$ cat src/rtl/pdm_pkg.sv
// Shared constants for the PDM microphone decimator: CIC order and the
// derivation of the internal CIC width and the output scaling shift.
package pdm_pkg;

   localparam int CIC_ORDER = 3;

   // Bit growth of an N-stage CIC with decimation 2^r_log2 is N*r_log2.
   // One more bit holds the full-scale value 2^(N*r_log2) for an all-ones input.
   function automatic int cic_width(input int r_log2);
      return CIC_ORDER * r_log2 + 1;
   endfunction

   // Right shift taking the centred CIC output down to one bit more than the
   // PCM width. The extra bit is where overflow shows up, so it drives the clamp.
   function automatic int cic_shift(input int r_log2, input int w);
      return CIC_ORDER * r_log2 - w;
   endfunction

endpackage

$ cat src/rtl/pdm_clk_gen.sv
// Microphone clock generator and PDM input synchronizer.
// The tick output is high during the clk cycle whose closing edge drives m_clk from 0 to 1.
// The synchronized PDM bit is valid to sample during that cycle.
module pdm_clk_gen
   import pdm_pkg::*;
#(
   parameter int HALF_DIV = 25
) (
   input  logic clk,
   input  logic reset,
   input  logic en,
   input  logic pdm_in,
   output logic m_clk,
   output logic pdm_bit,
   output logic tick
);

   localparam int DW = (HALF_DIV > 1) ? $clog2(HALF_DIV) : 1;
   localparam logic [DW-1:0] DIV_LAST = DW'(HALF_DIV - 1);

   logic [DW-1:0] div;
   logic          wrap;
   logic [1:0]    sync;

   assign wrap    = (div == DIV_LAST);
   assign tick    = en & wrap & ~m_clk;
   assign pdm_bit = sync[1];

   // Half-period divider. Disabling it parks m_clk low and restarts the count from zero.
   always_ff @(posedge clk or posedge reset) begin
      if (reset) begin
         div   <= '0;
         m_clk <= 1'b0;
      end else if (!en) begin
         div   <= '0;
         m_clk <= 1'b0;
      end else if (wrap) begin
         div   <= '0;
         m_clk <= ~m_clk;
      end else begin
         div   <= div + 1'b1;
      end
   end

   // Two-flop synchronizer for the asynchronous microphone data.
   // It runs continuously, so a fresh bit is ready as soon as sampling resumes.
   always_ff @(posedge clk or posedge reset) begin
      if (reset) begin
         sync <= '0;
      end else begin
         sync <= {sync[0], pdm_in};
      end
   end

endmodule

$ cat src/rtl/pdm_mic_decim.sv
// PDM microphone front end: generates m_clk, samples the PDM stream and decimates it
// through a 3-stage CIC (R = 2^R_LOG2) into clamped signed W-bit PCM.
// Pipeline relative to the decimating tick T:
//   T+1  comb stages evaluated
//   T+2  scaled and clamped sample presented with pcm_valid
// Dropping en freezes the whole filter in place (integrators, combs and pending stages).
module pdm_mic_decim
   import pdm_pkg::*;
#(
   parameter int W        = 16,
   parameter int HALF_DIV = 25,
   parameter int R_LOG2   = 6
) (
   input  logic         clk,
   input  logic         reset,
   input  logic         en,
   input  logic         pdm_in,
   output logic         m_clk,
   output logic [W-1:0] pcm_out,
   output logic         pcm_valid,
   output logic         sat
);

   localparam int CW    = cic_width(R_LOG2);
   localparam int SHIFT = cic_shift(R_LOG2, W);
   // After the shift the centred value spans [-2^W / 2, 2^W / 2], so W+1 bits hold it exactly.
   localparam int VW    = W + 1;
   localparam logic [CW-1:0] MID = CW'(1) << (CW - 2);

   if (SHIFT < 0) begin : g_bad_width
      $error("pdm_mic_decim: CIC_ORDER*R_LOG2 must be >= W");
   end
   if (HALF_DIV < 1) begin : g_bad_div
      $error("pdm_mic_decim: HALF_DIV must be >= 1");
   end

   logic pdm_bit;
   logic tick;

   pdm_clk_gen #(
      .HALF_DIV (HALF_DIV)
   ) u_clk_gen (
      .clk     (clk),
      .reset   (reset),
      .en      (en),
      .pdm_in  (pdm_in),
      .m_clk   (m_clk),
      .pdm_bit (pdm_bit),
      .tick    (tick)
   );

   logic [CW-1:0]     integ [CIC_ORDER];
   logic [CW-1:0]     dly   [CIC_ORDER];
   logic [CW-1:0]     cs    [CIC_ORDER+1];
   logic [R_LOG2-1:0] dcnt;
   logic              dec_tick;
   logic              comb_due;
   logic              scale_due;
   logic [CW-1:0]     comb_q;

   logic signed [CW-1:0] centered;
   logic signed [VW-1:0] scaled;
   logic                 ovf;
   logic [W-1:0]         clamped;

   assign dec_tick = tick & (dcnt == '1);

   // Integrator chain and decimation counter, advanced once per microphone tick.
   // Each stage adds the previous stage's registered value. This costs two ticks of latency
   // and keeps the adders short. Modulo-2^CW wrap is expected and cancels in the combs.
   always_ff @(posedge clk or posedge reset) begin
      if (reset) begin
         for (int k = 0; k < CIC_ORDER; k++) begin
            integ[k] <= '0;
         end
         dcnt <= '0;
      end else if (tick) begin
         integ[0] <= integ[0] + CW'(pdm_bit);
         for (int k = 1; k < CIC_ORDER; k++) begin
            integ[k] <= integ[k] + integ[k-1];
         end
         dcnt <= dcnt + 1'b1;
      end
   end

   // All comb stages are evaluated in one cycle from the last integrator.
   always_comb begin
      cs[0] = integ[CIC_ORDER-1];
      for (int k = 0; k < CIC_ORDER; k++) begin
         cs[k+1] = cs[k] - dly[k];
      end
   end

   // Decimated pipeline: the comb at T+1, then the output stage at T+2.
   // The stage flags hold while en is low, so a frozen sample completes after resume.
   always_ff @(posedge clk or posedge reset) begin
      if (reset) begin
         comb_due  <= 1'b0;
         scale_due <= 1'b0;
         comb_q    <= '0;
         for (int k = 0; k < CIC_ORDER; k++) begin
            dly[k] <= '0;
         end
      end else if (en) begin
         comb_due  <= dec_tick;
         scale_due <= comb_due;
         if (comb_due) begin
            for (int k = 0; k < CIC_ORDER; k++) begin
               dly[k] <= cs[k];
            end
            comb_q <= cs[CIC_ORDER];
         end
      end
   end

   // Centre the unsigned CIC output on zero, scale it and saturate to W bits.
   always_comb begin
      centered = $signed(comb_q - MID);
      scaled   = VW'(centered >>> SHIFT);
      ovf      = scaled[VW-1] ^ scaled[VW-2];
      clamped  = scaled[W-1:0];
      if (ovf) begin
         clamped = scaled[VW-1] ? {1'b1, {(W-1){1'b0}}} : {1'b0, {(W-1){1'b1}}};
      end
   end

   // Registered PCM output with a single-cycle valid strobe.
   always_ff @(posedge clk or posedge reset) begin
      if (reset) begin
         pcm_out   <= '0;
         pcm_valid <= 1'b0;
         sat       <= 1'b0;
      end else begin
         pcm_valid <= en & scale_due;
         if (en & scale_due) begin
            pcm_out <= clamped;
            sat     <= ovf;
         end
      end
   end

endmodule

$ cat config.mk
export PLATFORM = sky130hd
export DESIGN_NAME = pdm_mic_decim
export DESIGN_NICKNAME = d
export VERILOG_FILES = /design/src/rtl/pdm_pkg.sv /design/src/rtl/pdm_clk_gen.sv /design/src/rtl/pdm_mic_decim.sv
export SDC_FILE = /design/constraint.sdc
export NUM_CORES = 1
export LEC_CHECK = 0
export CELL_PAD_IN_SITES_DETAIL_PLACEMENT = 1
export CELL_PAD_IN_SITES_GLOBAL_PLACEMENT = 1
export CORE_MARGIN = 2
export CORE_UTILIZATION = 54
export CTS_CLUSTER_DIAMETER = 120
export DETAILED_ROUTE_END_ITERATION = 6
export PLACE_DENSITY = 0.92
export SKIP_CTS_REPAIR_TIMING = 1
export SLEW_MARGIN = 20
export SYNTH_ARGS = -nofsm -noshare
export SYNTH_HDL_FRONTEND = slang
export SYNTH_SLANG_ARGS = --single-unit
export TNS_END_PERCENT = 100
$ cat constraint.sdc
create_clock -name clk -period 8.9 [get_ports clk]
set_input_delay 1.78 -clock clk [delete_from_list [all_inputs] [get_ports clk]]
set_output_delay 1.78 -clock clk [all_outputs]
set_load 0.005 [all_outputs]
==> results.py, run 1 <==
metrics = {
    "synthesis": {
        "synth_fp_nets": 1157,
        "ys_warn_count": 0,
        "netlist.area_leader.share_pct": 40.6,
        "synth_async_sr_flop_share_pct": 100,
        "synthFlopType": "dfrtp_1",
        "synth_fa_ha_area_share_pct": 12.3,
        "synth_common_cells": "dfrtp_1, nand2_1, o21ai_0",
        "synth_compound_area_share_pct": 16.1,
        "synth_top_area_cell": "dfrtp_1",
        "netlist_instances": 1055,
        "synth_edf_count": 0,
        "synth.area.mux_share_pct": 5.96,
        "synthesis.area_sq_mm": 0.0102,
        "synth.distinct_cells": 59,
        "yosysSeqAreaShare_pct": 40.6,
        "syn_avg_cell_area_sq_um": 9.65,
        "yosys.area_share.simple_pct": 11.7,
        "synth_top_family_by_area": "compound AO/OA/AOI/OAI gates",
        "synth.area.top_cells": "dfrtp_1, ha_1, mux2_2",
        "yosysMostFrequentCell": "dfrtp_1",
        "synth_xor_area_share_pct": 9.05,
        "ys_ff_latch": 165,
    },
    "clocking": {
        "clkSinkCount": 165,
        "clock_latency_ns": 0.44,
        "clockBufferDepth": 2,
        "cts_root_buf": "clkbuf_16",
        "path_clk_slew_ns": 0.07,
        "htreeDepth": 4,
        "cts_tree": "yes",
        "numCtsBuffers": 17,
    },
    "timing": {
        "max_freq_mhz": 165,
        "hold_violations": 0,
        "setup_ws_ns": 2.85,
        "maxSlewHeadroom_pct": 42.0,
        "whs_ns": 0.353,
        "skew_ns": 0.0107,
        "setup_viol": 0,
        "layout_min_cycle_time_ns": 6.05,
        "fin_setup_tns_ns": 0,
        "min_period_over_period_pct": 68.0,
        "rsz0062_at_grt": "no",
        "worst_pin_slew_ns": 0.868,
        "slew_violations": 0,
    },
    "routing": {
        "ant_nets": 0,
        "viasPerCell": 5.90,
        "drt_iter0_drc": 394,
        "vias": 7781,
        "wl_per_cell_um": 18.9,
        "wl_um": 25000,
        "dr.pass1.iters": 5,
        "drc_errors": 0,
    },
    "power_and_ir_drop": {
        "p_int_w": 0.00201,
        "leakage_nw": 5.36,
        "comb_power_share_pct": 48.1,
        "power.share.switching_pct": 39.4,
        "p_per_area_mw_per_mm2": 295,
        "vdd_drop_max_uv": 156,
        "p_total_w": 0.00331,
        "p_clk_share_pct": 23.2,
        "power.switching_w": 0.00131,
        "pwr-share-seq_pct": 28.7,
    },
    "placed_design": {
        "placement.io_buffers": 22,
        "pre_cts_slack_ns": 3.03,
        "gp_congestion": 0.805,
        "hpwl_um": 16000,
    },
    "layout": {
        "num-nets-final": 1174,
        "synthToLayoutAreaGrowth_pct": 10.5,
        "drive_gt1_share_pct": 9.77,
        "fillers": 2038,
        "n_antenna_cell": 0,
    },
    "global_routing": {
        "track_usage_pct": 26.4,
        "grt_antenna_before_repair": 0,
        "grt_pass1_vias": 8508,
        "grt_max_degree": 100,
        "grt_pass1_wl_um": 42200,
        "overflow": 0,
    },
    "critical_path": {
        "required_ns": 9.23,
        "critPathLaunchType": "flop",
        "crit_path_max_fanout": 5,
        "worstPathArrival_ns": 6.38,
        "critPathCaptureType": "flop",
        "critPathKind": "flop to flop",
    },
    "worst_hold_path": {
        "hp-class": "flop to flop",
    },
    "outcome": {
        "status": "completed",
    },
    "floorplan": {
        "die_y_um": 141,
        "num_rows": 50,
        "initial_utilization_pct": 54.8,
        "dieArea_sq_mm": 0.0200,
        "coreArea_sq_mm": 0.0186,
        "die_w_um": 141,
        "ioPinCount": 23,
    },
    "job": {
        "cap_violations": 0,
    },
}
[cell usage in the layout, fill, tap and decap left out, types with 6 or more instances in the layout]
master,n
o21ai_1,6
o21bai_1,6
a31oi_1,8
clkdlybuf4s50_1,22
ha_1,94
and2_1,6
o21a_1,10
mux2_2,53
xnor2_1,59
nor2b_1,17
dfrtp_1,165
xor2_1,41
nand2b_1,12
a21oi_1,50
a21o_1,25
nand3_1,18
nor3_1,8
clkbuf_16,17
inv_1,86
o21ai_0,110
a211oi_1,6
and3_1,15
or3_1,7
nand2_1,121
o31ai_1,6
nor2_1,33
[final timing paths]
check	from	end	slack (ns)	depth (start not counted)
min in group asynchronous	reset	u_clk_gen.sync[1]	1.87	2
min reg2reg	u_clk_gen.sync[0]	u_clk_gen.sync[1]	0.35	0
max in group asynchronous	reset	dly[39]	5.81	3
max reg2reg	dly[39]	comb_q[18]	2.85	26
max	dly[39]	comb_q[18]	2.85	26
min	u_clk_gen.sync[0]	u_clk_gen.sync[1]	0.35	0
[power by group through the flow]
stage	Sequential [W]	Clock, W	Combinational, W
final	0.000950	0.000769	0.00159
after global routing	0.000966	0.000813	0.00176
after CTS	0.000950	0.000777	0.00159
after detailed placement	0.000960	0	0.00150
after global placement	0.000948	0	0.00138
after floorplan	0.000932	0	0.00116
[area by class of cell]
type | count | area, sq um | area share [%]
Multi-Input combinational cell | 776 | 5640 | 50.2
Sequential cell | 165 | 4130 | 36.7
Clock buffer | 18 | 429 | 3.82
Inverter | 87 | 332 | 2.95
Tap cell | 234 | 293 | 2.60
Timing Repair Buffer | 25 | 246 | 2.19
Clock inverter | 14 | 176 | 1.57
[cell families after synthesis]
group | Yosys count
AOI/OAI and AO/OA | 268
xor gates and xnor gates | 102
adders and majority gates | 98
buffers and inverters | 114
DFF | 165
muxes | 54
and+or+nand+nor | 254
[per-stage QoR]
| step | std cells | area, sq um | utilization [%] |
|---|---|---|---|
| 4_1_cts | 1319 | 11200 | 60.5 |
| 5_1_grt | 1319 | 11200 | 60.5 |
| 3_5_place_dp | 1287 | 10600 | 57.2 |
| 6_report | 1319 | 11200 | 60.5 |
| 2_1_floorplan | 1055 | 10200 | - |
| 3_3_place_gp | 1287 | 10600 | 57.2 |
[worst max-delay path: stages (launching register included)]
cell and delay, ns:
dfrtp_1 0.40, inv_1 0.06, ha_1 0.26, nor2b_1 0.12, o21ai_0 0.11, a21boi_1 0.20
o21ai_0 0.12, a21oi_1 0.41, nor2_1 0.14, ha_1 0.38, o211ai_1 0.13, a21oi_1 0.10
o41a_1 0.43, a21o_1 0.20, a21oi_1 0.22, xnor2_1 0.17, ha_1 0.30, and3_4 0.17
a22o_1 0.24, a211o_1 0.28, a21oi_2 0.24, o21a_2 0.21, a21oi_2 0.09, a21o_1 0.24
a21oi_2 0.16, xnor3_1 0.31, mux2_2 0.27
[sequential cells by signal, indices dropped and copies added, names as in the netlist]
name	cells
comb_due	1
scale_due	1
comb_q	17
pcm_valid	1
sat	1
u_clk_gen.m_clk	1
u_clk_gen.div	5
u_clk_gen.sync	2
cs	19
dcnt	6
integ	38
pcm_out	16
dly	57
[layer usage]
metal  share of wire [%]  wire [um]  track usage (%)
met5                   0          0                0
met3                 2.0        487             4.42
met4                 3.1        767             9.42
met1                  40      10000             29.0
met2                  55      13700             50.7
Note: power is estimated with default switching activity, not from simulation.
==> run 2: changes to the inputs <==
--- a/config.mk
+++ b/config.mk
@@ -8,10 +8,10 @@
 export CELL_PAD_IN_SITES_DETAIL_PLACEMENT = 1
 export CELL_PAD_IN_SITES_GLOBAL_PLACEMENT = 1
 export CORE_MARGIN = 2
-export CORE_UTILIZATION = 54
+export CORE_UTILIZATION = 45
 export CTS_CLUSTER_DIAMETER = 120
 export DETAILED_ROUTE_END_ITERATION = 6
-export PLACE_DENSITY = 0.92
+export PLACE_DENSITY = 0.82
 export SKIP_CTS_REPAIR_TIMING = 1
 export SLEW_MARGIN = 20
 export SYNTH_ARGS = -nofsm -noshare
==> constraint.sdc (replaced) <==
create_clock -name clk -period 4.9 [get_ports clk]
set_input_delay 0.98 -clock clk [delete_from_list [all_inputs] [get_ports clk]]
set_output_delay 0.98 -clock clk [all_outputs]
set_load 0.005 [all_outputs]
==> results.py, run 2 (same netlist as run 1, synthesis figures left out) <==
metrics = {
    "critical_path": {
        "r2r_slack_ns": -0.41,
        "cpPeakStageDelay_ns": 0.45,
        "critPathCaptureType": "flop",
        "critical_path_depth": 24,
        "rr_worst_depth": 24,
        "path_cells": "ha_1 -> nor2b_4 -> o21ai_2 -> a21boi_2 -> o21ai_2 -> and3_4 -> nor2_2 -> ha_1 -> a21o_1 -> o41a_1 -> a21o_1 -> a21oi_2 -> xnor2_2 -> ha_1 -> and3_4 -> a22o_1 -> a211o_1 -> a21oi_2 -> o21a_2 -> a21oi_2 -> a21o_1 -> a21oi_2 -> xnor3_1 -> mux2_2",
        "worstPathArrival_ns": 5.63,
        "path_delay_family": "compound AO/OA/AOI/OAI gates",
        "critPathLaunchType": "flop",
        "path_buf_inv": 0,
        "required_ns": 5.22,
        "critPathKind": "flop to flop",
        "crit_path_max_fanout": 3,
        "cp_slowest_cell": "o41a_1",
        "path_common_cell": "a21oi_2",
    },
    "global_routing": {
        "grt_max_degree": 100,
        "overflow": 0,
        "grt_antenna_before_repair": 0,
        "track_usage_pct": 19.6,
        "grt_pass1_wl_um": 38400,
        "grt_pass1_vias": 8132,
    },
    "floorplan": {
        "die_y_um": 154,
        "coreArea_sq_mm": 0.0224,
        "initial_utilization_pct": 45.4,
        "num_rows": 55,
        "die_w_um": 154,
        "dieArea_sq_mm": 0.0238,
        "ioPinCount": 23,
    },
    "outcome": {
        "status": "finished, violations left",
        "violations": "negative setup slack",
    },
    "routing": {
        "drt_iter0_drc": 282,
        "drc_errors": 0,
        "vias": 7658,
        "dr.pass1.iters": 6,
        "wl_per_cell_um": 17.0,
        "ant_nets": 0,
        "viasPerCell": 5.42,
        "wl_um": 24000,
    },
    "layout": {
        "drive_gt1_share_pct": 15.8,
        "fillers": 2514,
        "largest_reg_flops": 57,
        "design_area_sq_mm": 0.0118,
        "num-nets-final": 1217,
        "regMostFlops": "dly",
        "synthToLayoutAreaGrowth_pct": 16.4,
        "layout_commonest_cell": "dfrtp_1",
        "seq_area_sq_mm": 0.00413,
        "final_cell_mix": "dfrtp_1, nand2_1, o21ai_0",
        "multiInputGateArea_sq_mm": 0.00580,
        "n_antenna_cell": 0,
    },
    "placed_design": {
        "hpwl_um": 15000,
        "placement.io_buffers": 22,
        "gp_congestion": 0.776,
        "place_area_sq_mm": 0.0110,
    },
    "timing": {
        "maxSlewHeadroom_pct": 42.2,
        "max_freq_mhz": 188,
        "setup_ws_ns": -0.415,
        "hold_violations": 0,
        "slew_violations": 0,
        "setup_viol": 7,
        "skew_ns": 0.00973,
        "min_period_over_period_pct": 108,
        "layout_min_cycle_time_ns": 5.31,
        "worst_pin_slew_ns": 0.865,
        "rsz0062_at_grt": "yes",
    },
    "clocking": {
        "htreeDepth": 4,
        "cts_tree": "yes",
        "clockBufferDepth": 2,
        "clkSinkCount": 165,
        "path_clk_slew_ns": 0.06,
        "clock_latency_ns": 0.44,
        "cts_root_buf": "clkbuf_16",
        "numCtsBuffers": 17,
    },
    "power_and_ir_drop": {
        "p_per_area_mw_per_mm2": 551,
        "vdd_drop_max_uv": 294,
        "p_total_w": 0.00653,
        "leakage_nw": 5.63,
    },
    "worst_hold_path": {
        "hold_depth": 0,
        "hp-class": "flop to flop",
    },
    "job": {
        "cap_violations": 0,
    },
}
[run 2: metrics by stage]
step / util (%) / hold WS [ns] / setup slack [ns] / TNS, ns / instances
2_1_floorplan: - / 0.331 / -0.0361 / -0.0361 / 1055
3_3_place_gp: 49.0 / 0.336 / -0.0415 / -0.0415 / 1373
3_5_place_dp: 49.0 / 0.336 / -0.264 / -0.329 / 1373
4_1_cts: 51.8 / 0.352 / -0.406 / -1.11 / 1404
5_1_grt: 52.8 / 0.356 / -0.607 / -2.63 / 1412
6_report: 52.8 / 0.350 / -0.415 / -1.16 / 1412
[run 2: layout make-up]
cell class / instances / share of cell area [%]
clock inverter: 7 / 1.00
inverter: 87 / 2.79
clock buffer: 24 / 4.23
timing repair buffer: 68 / 5.12
multi-input combinational: 776 / 49.0
sequential: 165 / 34.9
tap: 285 / 3.01
[run 2: power breakdown]
part / switching, W / internal (W)
registers: 0.000148 / 0.00157
clock network: 0.000556 / 0.000867
logic: 0.00171 / 0.00167
[run 2: worst paths after layout]
kind	startpoint	endpoint
max	cs[58]	comb_q[18]
min	u_clk_gen.sync[0]	u_clk_gen.sync[1]
max reg2reg	cs[58]	comb_q[18]
min reg2reg	u_clk_gen.sync[0]	u_clk_gen.sync[1]
max in group asynchronous	reset	dly[13]
min in group asynchronous	reset	u_clk_gen.sync[0]
[run 2: per-layer routing]
layer / part of all wire [%] / global-route usage [%]
met4: 2.2 / 5.25
met2: 53 / 37.5
met5: 0 / 0
met3: 1.7 / 3.56
met1: 43 / 22.3
==> run 3: changes to the inputs <==
--- a/config.mk
+++ b/config.mk
@@ -13,7 +13,7 @@
 export DETAILED_ROUTE_END_ITERATION = 6
 export PLACE_DENSITY = 0.82
 export SKIP_CTS_REPAIR_TIMING = 1
-export SLEW_MARGIN = 20
+export SLEW_MARGIN = 10
 export SYNTH_ARGS = -nofsm -noshare
 export SYNTH_HDL_FRONTEND = slang
 export SYNTH_SLANG_ARGS = --single-unit
==> results.py, run 3 (same netlist as run 1, synthesis figures left out) <==
metrics = {
    "outcome": {
        "status": "finished, violations left",
        "violations": "negative setup slack",
    },
    "layout": {
        "layout_commonest_cell": "dfrtp_1",
        "regMostFlops": "dly",
        "synthToLayoutAreaGrowth_pct": 16.1,
        "fillers": 2517,
        "drive_gt1_share_pct": 15.7,
        "final_cell_mix": "dfrtp_1, nand2_1, o21ai_0",
        "n_antenna_cell": 0,
        "largest_reg_flops": 57,
        "final_util_pct": 52.7,
        "num-nets-final": 1216,
        "design_area_sq_mm": 0.0118,
    },
    "critical_path": {
        "cp_slowest_cell": "o41a_1",
        "worstPathArrival_ns": 5.63,
        "r2r_slack_ns": -0.41,
        "cpPeakStageDelay_ns": 0.45,
        "r2r-end": "comb_q[18]",
        "critPathLaunchType": "flop",
        "critPathCaptureType": "flop",
        "crit_path_max_fanout": 3,
        "rr_worst_depth": 24,
        "path_common_cell": "a21oi_2",
        "required_ns": 5.22,
        "critPathKind": "flop to flop",
        "reg2reg_from": "cs[58]",
        "path_cells": "ha_1 -> nor2b_4 -> o21ai_2 -> a21boi_2 -> o21ai_2 -> and3_4 -> nor2_2 -> ha_1 -> a21o_1 -> o41a_1 -> a21o_1 -> a21oi_2 -> xnor2_2 -> ha_1 -> and3_4 -> a22o_1 -> a211o_1 -> a21oi_2 -> o21a_2 -> a21oi_2 -> a21o_1 -> a21oi_2 -> xnor3_1 -> mux2_2",
    },
    "placed_design": {
        "hpwl_um": 15000,
        "gp_congestion": 0.776,
        "placement.io_buffers": 22,
        "pre_cts_slack_ns": -0.264,
        "place_area_sq_mm": 0.0110,
    },
    "worst_hold_path": {
        "holdCritStartpoint": "u_clk_gen.sync[0]",
        "hold-path-endpoint": "u_clk_gen.sync[1]",
        "hp-class": "flop to flop",
        "hold_depth": 0,
    },
    "timing": {
        "max_freq_mhz": 188,
        "setup_ws_ns": -0.414,
        "rsz0062_at_grt": "yes",
        "maxSlewHeadroom_pct": 24.7,
        "hold_violations": 0,
        "layout_min_cycle_time_ns": 5.31,
        "setup_viol": 7,
        "worst_pin_slew_ns": 1.13,
        "slew_violations": 0,
        "min_period_over_period_pct": 108,
        "skew_ns": 0.00776,
    },
    "floorplan": {
        "die_w_um": 154,
        "num_rows": 55,
        "ioPinCount": 23,
        "coreArea_sq_mm": 0.0224,
        "dieArea_sq_mm": 0.0238,
        "die_y_um": 154,
        "initial_utilization_pct": 45.4,
    },
    "global_routing": {
        "grt_pass1_wl_um": 38400,
        "grt_antenna_before_repair": 0,
        "grt_max_degree": 100,
        "busiest_layer": "met2",
        "track_usage_pct": 19.6,
        "overflow": 0,
        "grt_pass1_vias": 8132,
        "grtUsageMet3_pct": 3.56,
        "met2_usage_pct": 37.5,
        "met1_usage_pct": 22.3,
    },
    "clocking": {
        "cts_root_buf": "clkbuf_16",
        "htreeDepth": 4,
        "path_clk_slew_ns": 0.06,
        "numCtsBuffers": 17,
        "cts_tree": "yes",
        "clockBufferDepth": 2,
        "clkSinkCount": 165,
        "clock_latency_ns": 0.44,
    },
    "routing": {
        "drc_errors": 0,
        "drt_iter0_drc": 295,
        "vias": 7657,
        "wl_per_cell_um": 17.0,
        "wl_um": 23900,
        "ant_nets": 0,
        "dr.pass1.iters": 6,
        "viasPerCell": 5.43,
    },
    "power_and_ir_drop": {
        "p_total_w": 0.00653,
        "leakage_nw": 5.63,
        "vdd_drop_max_uv": 294,
        "p_per_area_mw_per_mm2": 552,
    },
    "job": {
        "cap_violations": 0,
    },
}
run 3: layout make-up:
type                       count  area, sq um  area share, %
sequential                   165         4130           34.9
timing repair buffer          67          587           4.97
inverter                      87          330           2.79
clock inverter                 7          119           1.01
tap                          285          357           3.02
clock buffer                  24          502           4.25
multi-input combinational    776         5800           49.0
run 3: per-layer routing:
| metal | wire, um | share of wire [%] | vias to the layer above |
|---|---|---|---|
| met5 | 0 | 0 | - |
| met4 | 518 | 2.2 | 0 |
| met3 | 436 | 1.8 | 46 |
| met2 | 12800 | 53 | 77 |
| met1 | 10200 | 43 | 3755 |
| li1 | - | - | 3779 |
run 3: how the worst max path moves through the flow:
stage / start / endpoint / slack (ns) / depth (start not counted)
after floorplan: dly[39] / comb_q[18] / -0.04 / 25
after global placement: dly[39] / comb_q[18] / -0.04 / 25
after detailed placement: cs[58] / comb_q[18] / -0.26 / 27
after CTS: cs[58] / comb_q[18] / -0.41 / 27
after global routing: dly[39] / comb_q[18] / -0.61 / 25
final: cs[58] / comb_q[18] / -0.41 / 24
run 3: per-stage QoR:
stage / hold slack, ns / setup TNS [ns] / instances
global route: 0.356 / -2.75 / 1411
CTS: 0.352 / -1.11 / 1404
global placement: 0.336 / -0.0415 / 1373
detailed placement: 0.336 / -0.329 / 1373
finish: 0.350 / -1.28 / 1411
floorplan: 0.331 / -0.0361 / 1055
run 3: report_power, final:
| part | internal [W] | switching [W] | total (W) |
|---|---|---|---|
| combinational | 0.00167 | 0.00171 | 0.00338 |
| sequential | 0.00157 | 0.000147 | 0.00172 |
| clock | 0.000867 | 0.000555 | 0.00142 |
| total | 0.00411 | 0.00241 | 0.00653 |
run 3: worst max-delay path: cells and delay by family, from the launching register on:
kind	cells	cell delay, ns
AOI/OAI and AO/OA	14	2.61
adders and majority gates	3	0.98
and+or+nand+nor	4	0.59
DFF	1	0.40
xor gates and xnor gates	2	0.33
muxes	1	0.28
